**src/rtl/ram_scan_reader.sv**
```systemverilog
// ram_scan_reader: reads one word or scans a synchronous RAM for a hex display.
// Optional build macro RAM_SCAN_READER_CHECKSUM_EN adds an 8-bit running sum output.
module ram_scan_reader #(
    parameter int ADDR_W = 5,
    parameter int DATA_W = 4,
    parameter int DWELL  = 50000000
) (
    input  logic              clock,
    input  logic              resetn,
    input  logic              start,
    input  logic              mode,
    input  logic              stop,
    input  logic [ADDR_W-1:0] start_addr,
    output logic              rd_en,
    output logic [ADDR_W-1:0] rd_addr,
    input  logic [DATA_W-1:0] rd_data,
    output logic [DATA_W-1:0] q,
    output logic [ADDR_W-1:0] q_addr,
    output logic              q_valid,
`ifdef RAM_SCAN_READER_CHECKSUM_EN
    output logic [7:0]        sum,
`endif
    output logic              busy
);

    localparam int CNT_W = $clog2(DWELL + 1);
    localparam logic [CNT_W-1:0] CNT_LAST = CNT_W'(DWELL - 1);

    typedef enum logic [1:0] {
        S_IDLE,
        S_REQ,
        S_CAPT,
        S_HOLD
    } state_t;

    state_t            state_q, state_d;
    logic [ADDR_W-1:0] addr_q, addr_d;
    logic              scan_q, scan_d;
    logic [CNT_W-1:0]  cnt_q, cnt_d;
    logic [DATA_W-1:0] data_q, data_d;
    logic [ADDR_W-1:0] qaddr_q, qaddr_d;
    logic              valid_q, valid_d;
`ifdef RAM_SCAN_READER_CHECKSUM_EN
    logic [7:0]        sum_q, sum_d;
`endif

    // Next-state, capture and read-strobe decode; stop aborts before capture.
    always_comb begin
        state_d = state_q;
        addr_d  = addr_q;
        scan_d  = scan_q;
        cnt_d   = cnt_q;
        data_d  = data_q;
        qaddr_d = qaddr_q;
        valid_d = 1'b0;
        rd_en   = 1'b0;
`ifdef RAM_SCAN_READER_CHECKSUM_EN
        sum_d   = sum_q;
`endif
        unique case (state_q)
            S_IDLE: begin
                if (start && !stop) begin
                    state_d = S_REQ;
                    addr_d  = start_addr;
                    scan_d  = mode;
`ifdef RAM_SCAN_READER_CHECKSUM_EN
                    sum_d   = 8'd0;
`endif
                end
            end
            S_REQ: begin
                rd_en = 1'b1;
                if (stop) begin
                    state_d = S_IDLE;
                end else begin
                    state_d = S_CAPT;
                end
            end
            S_CAPT: begin
                if (stop) begin
                    state_d = S_IDLE;
                end else begin
                    data_d  = rd_data;
                    qaddr_d = addr_q;
                    valid_d = 1'b1;
`ifdef RAM_SCAN_READER_CHECKSUM_EN
                    sum_d   = sum_q + 8'(rd_data);
`endif
                    if (scan_q) begin
                        state_d = S_HOLD;
                        cnt_d   = '0;
                    end else begin
                        state_d = S_IDLE;
                    end
                end
            end
            S_HOLD: begin
                if (stop) begin
                    state_d = S_IDLE;
                end else if (cnt_q == CNT_LAST) begin
                    addr_d  = addr_q + ADDR_W'(1);
                    state_d = S_REQ;
                end else begin
                    cnt_d = cnt_q + CNT_W'(1);
                end
            end
            default: begin
                state_d = S_IDLE;
            end
        endcase
    end

    // State and datapath registers with synchronous active-low reset.
    always_ff @(posedge clock) begin
        if (!resetn) begin
            state_q <= S_IDLE;
            addr_q  <= '0;
            scan_q  <= 1'b0;
            cnt_q   <= '0;
            data_q  <= '0;
            qaddr_q <= '0;
            valid_q <= 1'b0;
`ifdef RAM_SCAN_READER_CHECKSUM_EN
            sum_q   <= 8'd0;
`endif
        end else begin
            state_q <= state_d;
            addr_q  <= addr_d;
            scan_q  <= scan_d;
            cnt_q   <= cnt_d;
            data_q  <= data_d;
            qaddr_q <= qaddr_d;
            valid_q <= valid_d;
`ifdef RAM_SCAN_READER_CHECKSUM_EN
            sum_q   <= sum_d;
`endif
        end
    end

    assign rd_addr = addr_q;
    assign q       = data_q;
    assign q_addr  = qaddr_q;
    assign q_valid = valid_q;
    assign busy    = (state_q != S_IDLE);
`ifdef RAM_SCAN_READER_CHECKSUM_EN
    assign sum     = sum_q;
`endif

endmodule

```
**config.mk**
```make
export PLATFORM = sky130hd
export DESIGN_NAME = ram_scan_reader
export DESIGN_NICKNAME = d
export VERILOG_FILES = /design/src/rtl/ram_scan_reader.sv
export SDC_FILE = /design/constraint.sdc
export NUM_CORES = 1
export LEC_CHECK = 0
export BUFFER_PORTS_ARGS = -buffer_cell sky130_fd_sc_hd__buf_2
export CORE_MARGIN = 5
export CORE_UTILIZATION = 50
export DETAILED_ROUTE_END_ITERATION = 12
export PLACE_DENSITY = 0.85
export SYNTH_ARGS = -nofsm -noshare
export SYNTH_HDL_FRONTEND = slang
export SYNTH_SLANG_ARGS = --single-unit
```
**constraint.sdc**
```tcl
create_clock -name clock -period 2 [get_ports clock]
set_input_delay 0.4 -clock clock [delete_from_list [all_inputs] [get_ports clock]]
set_output_delay 0.4 -clock clock [all_outputs]
set_load 0.02 [all_outputs]
```
==> metrics.md, run 1 <==
| Metric | Value |
|---|---|
| Status | finished clean |
| DP Area | 2520 sq um |
| Leakage | 0.9983 nW |
| First-pass GRT wire length | 8418 um |
| All-Layer GR Usage | 17.25% |
| Root Buffer | clkbuf_8 |
| Critical Path Start | cnt_q[1]$_SDFFE_PN0P_ |
| Worst IR drop on VDD | 0.3563 mV |
| Vias in the first global route | 1871 |
| DRT antenna net count | 0 |
| Number of synthesized flops with an enable pin | 0 |
| Final slew viol count | 0 |
| Crit-path max FO | 6 |
| RSZ-0062 raised after global routing | true |
| Cell Area, Synth | 2203 sq um |
| Clock Latency Late Sink | 310 ps |
| Setup WS pre-CTS | 21.72 ps |
| Cell area after layout | 2704 sq um |
| Syn nets | 263 |
| Vias | 1928 |
| Antenna cells | 0 |
| Crit path DAT | 2130 ps |
| Period utilization | 96.00% |
| Reported max-cap violation count | 0 |
| Non-filler cells, final | 350 |
| DR vias/cell | 5.509 |
| Fmax | 520.8 MHz |
| Sequential share of the synthesized area | 39.98% |
| Worst hold path cell count | 3 |
| Cts hold-fix bufs | 0 |
| Die Wd | 76.39 um |
| DR DRC count | 0 |
| Startpoint type of the worst setup path | register |
| Pwr/cell area | 576.9 nW/um^2 |
| Initial DRC count | 104 |
| Worst setup EP type | register |
| Largest delay share family, worst path | compound AO/OA/AOI/OAI gates |
| Clk buf depth | 2 |
| PortBufs | 30 |
| Register bit total from synthesis | 44 |
| CTS tree | done |
| Critical R2R Launch | cnt_q[1]$_SDFFE_PN0P_ |
| Reg-to-reg endpoint | cnt_q[23]$_SDFFE_PN0P_ |
| Setup CP Type | register to register |
| Slew HR | 69.23% |
| CP bufs+invs | 1 |
| Crit path time final | 1920 ps |
| Yosys warning count | 0 |
| Syn Area/Cell | 8.920 sq um |
| Initial Util | 50.95% |
| Gpl congestion | 0.8049 |
| Hold Vio Cnt, Final | 0 |
| Dpl cells | 339 |
| Hold EP | scan_q$_SDFFE_PN0P_ |
| Cell count of the worst reg-to-reg path | 8 |
| HP Start | mode |
| Hold WS | 335.7 ps |
| WL final | 4983 um |
| Wirelength per Cell | 14.24 um |
| Required time worst endpoint | 2210 ps |
| DRT Pass-1 Iters | 5 |
| Die height | 76.39 um |
| Tightest Hold Check Type | primary input to register |
| Min setup slack post-route | 79.99 ps |
| Area Overhead vs Synth | 22.71% |
| Post-synthesis cell type count | 46 |
| Post-synth ARST share | 0% |
| Worst Clk Skew | 10.61 ps |
| Ys flop type | dfxtp_1 |
| Slowest stage delay, CP | 350 ps |
| Layout cell share with drive strength beyond 1 | 29.19% |
| CTS clk-pin slew, worst paths | 90 ps |
| GR Overflow Total | 0 |
| Setup TNS | 0 ps |
| Overall power | 1.560 mW |
| Placeable core area | 4324 sq um |
| Clock buffer count from CTS | 5 |
| CTS sink cnt | 44 |
| HPWL after DPL | 3598 um |
| Crit-path cells | ha_4 -> and3_4 -> and3_4 -> a31o_4 -> buf_6 -> a2111oi_4 -> xnor2_1 -> nor2_1 |
| Most frequent CP cell | and3_4 |
| Antenna violations before repair | 0 |
| Slowest CP cell | dfxtp_2 |
| Post-synthesis cell count | 247 |
| Worst slew pin tran | 459.6 ps |
| Setup violations, final | 0 |
| Nets@finish | 313 |
| Die area | 5835 sq um |
| H-Tree Depth | 2 |
| R2R Setup Slk | 80 ps |
| IO Count | 31 |
| Core Util, Final | 62.53% |
| Num rows | 24 |
| Largest net degree at the start of global routing | 16 |
-- Yosys cell counts, drive strengths merged (2+ instances only) --
cell type	n	area, sq um
a21boi	4	30.03
mux2i	13	130.1
inv	4	15.01
clkbuf	7	26.28
a31oi	2	12.51
a41oi	2	17.52
xor2	2	17.52
a211oi	6	65.06
and3	4	30.03
nand3	12	60.06
and2	3	18.77
nand4	6	58.80
o31ai	2	15.01
a2111oi	4	72.57
nand2	28	105.1
nor3b	2	15.01
buf	3	27.52
xnor2	14	122.6
and4	3	26.28
nor2	31	116.4
or3	2	17.52
ha	2	25.02
nor4b	2	17.52
o21ai	6	30.03
nor2b	11	68.82
nand2b	2	12.51
a21oi	16	83.83
dfxtp	44	880.8
-- metal layers --
metal	track usage, %	share of wire (%)	vias up
met3	5.201	5.9	8
li1	-	-	980
met4	6.294	1.2	0
met5	0	0	-
met2	28.51	48	44
met1	21.07	45	896
-- worst max-delay path by stage --
stage	cells past startpoint	endpoint
after floorplan	9	cnt_q[24]$_SDFFE_PN0P_
after global placement	7	cnt_q[21]$_SDFFE_PN0P_
after detailed placement	7	cnt_q[4]$_SDFFE_PN0P_
after CTS	7	cnt_q[21]$_SDFFE_PN0P_
after global routing	8	cnt_q[23]$_SDFFE_PN0P_
final	8	cnt_q[23]$_SDFFE_PN0P_
-- cell usage in the layout (no fill, tap or decap), drive strengths merged, types with 4 or more instances in the layout --
cell type  count
and3           4
nor2b         11
clkbuf         5
xnor2         14
inv            4
buf           53
mux2i         13
a211oi         6
nor2          31
nand2         28
o21ai          6
a21oi         16
nand4          6
nand3         12
a21boi         4
a2111oi        4
dfxtp         44
-- tightest hold or removal path: cells and delay by family --
kind | cells | cell delay (ps)
buffers and inverters | 1 | 100
AO/OA/AOI/OAI | 1 | 60
AND/OR/NAND/NOR | 1 | 40
-- final cells by class --
cell class,instances,area [sq um]
clock buffers,5,68.82
clock inverters,3,23.77
fillers,372,1620
inverters,4,15.01
multi-input cells,189,1321
flip-flops and latches,44,883.3
well taps,52,65.06
repair buffers,53,326.6
-- flip-flops by register name, indices dropped and copies added, names as in the netlist --
name     count
cnt_q       26
scan_q       1
q_valid      1
q            4
state_q      2
q_addr       5
rd_addr      5
-- where the power goes --
part	internal, mW	switching [mW]	leakage (nW)	total [mW]
Clock	0.247	0.321	0.0404	0.568
Sequential	0.884	0.0121	0.356	0.896
Combinational	0.0415	0.0546	0.602	0.0961
-- cells by family after synthesis --
group / count (synthesis) / share of synthesized area (%)
XOR/XNOR: 16 / 6.360
flip-flops: 44 / 39.98
buffers and inverters: 14 / 3.123
adder cells (fa/ha/maj): 2 / 1.136
multiplexers: 13 / 5.906
AND/OR/NAND/NOR: 111 / 26.29
AO/OA/AOI/OAI: 47 / 17.21
-- what timing repair did --
action | in CTS | in global routing
hold endpoints to repair | 0 | 0
setup buffers | 0 | 3
setup endpoints to repair | 1 | 23
pin swaps | 0 | 4
resized for setup | 2 | 15
No activity file was read; power rests on OpenSTA's default activity.
==> run 2, diff against run 1 <==
--- a/config.mk
+++ b/config.mk
@@ -9,6 +9,7 @@
 export CORE_MARGIN = 5
 export CORE_UTILIZATION = 50
 export DETAILED_ROUTE_END_ITERATION = 12
+export GPL_TIMING_DRIVEN = 0
 export PLACE_DENSITY = 0.85
 export SYNTH_ARGS = -nofsm -noshare
 export SYNTH_HDL_FRONTEND = slang
==> run 2 against run 1 <==
Power up 24%. Wire length up 5.4%. Maximum frequency down 3.3%. Flip-flop and latch count unchanged. Via count down 1.1%. Highest routed layer unchanged. Critical path depth down 2.
==> metrics.md, run 2 (synthesized netlist as in run 1, its figures left out) <==
| Metric | Value |
|---|---|
| Status | finished clean (unchanged) |
| Area Overhead vs Synth | 24.59% (was 22.71%) |
| Largest register FFs | 26 (unchanged) |
| GR Overflow Total | 0 (unchanged) |
| RSZ-0062 raised after global routing | true (unchanged) |
| Hold Vio Cnt, Final | 0 (unchanged) |
| Hold WS | 350.5 ps (was 335.7 ps) |
| Fmax | 503.5 MHz (was 520.8 MHz) |
| Wirelength per Cell | 15.40 um (was 14.24 um) |
| CTS sink cnt | 44 (unchanged) |
| CTS tree | done (unchanged) |
| Cts hold-fix bufs | 0 (unchanged) |
| Layout cell share with drive strength beyond 1 | 29.41% (was 29.19%) |
| Required time worst endpoint | 2190 ps (was 2210 ps) |
| Startpoint type of the worst setup path | register (unchanged) |
| Antenna cells | 0 (unchanged) |
| Tightest Hold Check Type | primary input to register (unchanged) |
| Crit path DAT | 2180 ps (was 2130 ps) |
| PortBufs | 29 (was 30) |
| Setup CP Type | register to register (unchanged) |
| Vias in the first global route | 1777 (was 1871) |
| Worst setup EP type | register (unchanged) |
| Final slew viol count | 0 (unchanged) |
| Placeable core area | 4324 sq um (unchanged) |
| Core Util, Final | 63.48% (was 62.53%) |
| Root Buffer | clkbuf_8 (unchanged) |
| Worst slew pin tran | 682.2 ps (was 459.6 ps) |
| Worst IR drop on VDD | 0.4046 mV (was 0.3563 mV) |
| Critical R2R Launch | cnt_q[9]$_SDFFE_PN0P_ (was cnt_q[1]$_SDFFE_PN0P_) |
| Num rows | 24 (unchanged) |
| HP Start | mode (unchanged) |
| Hold EP | scan_q$_SDFFE_PN0P_ (unchanged) |
| DRT antenna net count | 0 (unchanged) |
| Leakage | 0.9879 nW (was 0.9983 nW) |
| DR DRC count | 0 (unchanged) |
| First-pass GRT wire length | 8383 um (was 8418 um) |
| Die Wd | 76.39 um (unchanged) |
| Period utilization | 99.30% (was 96.00%) |
| Slew HR | 54.52% (was 69.23%) |
| DRT Pass-1 Iters | 4 (was 5) |
| Clock Latency Late Sink | 300 ps (was 310 ps) |
| Worst Clk Skew | 5.578 ps (was 10.61 ps) |
| WL final | 5250 um (was 4983 um) |
| Clock buffer count from CTS | 5 (unchanged) |
| Initial DRC count | 94 (was 104) |
| Most common cell after layout, fill and taps aside | dfxtp_1 (unchanged) |
| Crit path time final | 1986 ps (was 1920 ps) |
| Largest net degree at the start of global routing | 15 (was 16) |
| H-Tree Depth | 2 (unchanged) |
| Clk buf depth | 2 (unchanged) |
| All-Layer GR Usage | 17.44% (was 17.25%) |
| Most flops, register | cnt_q (unchanged) |
| Setup violations, final | 0 (unchanged) |
| Antenna violations before repair | 0 (unchanged) |
| Die height | 76.39 um (unchanged) |
| Most frequent cells in the layout | dfxtp_1, nor2_1, buf_2 (unchanged) |
| DR vias/cell | 5.589 (was 5.509) |
| Overall power | 1.930 mW (was 1.560 mW) |
| HPWL after DPL | 3428 um (was 3598 um) |
| Crit-path max FO | 6 (unchanged) |
| Initial Util | 50.95% (unchanged) |
| Nets@finish | 304 (was 313) |
| R2R Setup Slk | 10 ps (was 80 ps) |
| Reported max-cap violation count | 0 (unchanged) |
| CTS clk-pin slew, worst paths | 80 ps (was 90 ps) |
| Worst hold path cell count | 3 (unchanged) |
| Vias | 1906 (was 1928) |
| Pwr/cell area | 702.9 nW/um^2 (was 576.9 nW/um^2) |
| Reg-to-reg endpoint | cnt_q[22]$_SDFFE_PN0P_ (was cnt_q[23]$_SDFFE_PN0P_) |
| Gpl congestion | 0.8202 (was 0.8049) |
| Cell count of the worst reg-to-reg path | 6 (was 8) |
| IO Count | 31 (unchanged) |
| Die area | 5835 sq um (unchanged) |
run 2: cell types whose count changed in the layout (fill, tap and decap cells not counted), sizes merged:
cell      delta
clkinv       -1
clkinvlp     -2
clkbuf       +8
bufinv       +3
buf         -17
run 2: stage by stage:
step                      cell area (sq um)  TNS (ps)  instances  setup slack, ps
after global placement                 2414     -3342        328           -281.7
final                                  2745         0        341            14.05
after detailed placement               2414     -4425        328           -355.6
after CTS                              2665         0        341            1.557
after global routing                   2745    -413.2        341           -71.55
after floorplan                        2203         0        247            32.91
run 2: metal layers:
layer  wire length (um)  share of wire (%)  global-route usage [%]  vias to the layer above
met4                 90                1.7                   5.070                        0
met2               2462                 47                   27.40                       45
met3                305                5.8                   6.501                        9
met1               2392                 46                   22.28                      896
met5                  0                  0                       0                        -
li1                   -                  -                       -                      956
run 2: area by class of cell:
class	count	area (sq um)
Buffer	9	51.30
Clock buffer	5	68.82
Tap cell	52	65.06
Clock inverter	3	90.09
Inverter	4	15.01
Fill cell	359	1579
Timing Repair Buffer	35	202.7
Sequential cell	44	888.4
Multi-Input combinational cell	189	1364
run 2: power breakdown:
group / internal [mW] / switching [mW]
Sequential: 0.884 / 0.0123
Combinational: 0.0373 / 0.0553
Clock: 0.624 / 0.316
run 2: repair_timing:
action / 4_1_cts / 5_1_grt
pin swaps: 4 / 10
endpoints found under the setup margin: 24 / 29
setup buffers: 6 / 0
resized for setup: 13 / 21
run 2: how the worst max path moves through the flow:
stage               slack, ps                    from                     end
floorplan                  30   cnt_q[0]$_SDFFE_PN0P_  cnt_q[24]$_SDFFE_PN0P_
global placement         -280                    stop   cnt_q[5]$_SDFFE_PN0P_
detailed placement       -360                    stop   cnt_q[5]$_SDFFE_PN0P_
CTS                         2   cnt_q[0]$_SDFFE_PN0P_  cnt_q[24]$_SDFFE_PN0P_
global route              -70  cnt_q[18]$_SDFFE_PN0P_  cnt_q[10]$_SDFFE_PN0P_
finish                     10   cnt_q[9]$_SDFFE_PN0P_  cnt_q[22]$_SDFFE_PN0P_
run 2: critical path, stage by stage (launching register included):
cell and delay (ps):
dfxtp_1 440, nand4_1 290, nor2_2 290, nand4_4 200
a2111oi_2 440, xnor2_1 170, nor2_1 50
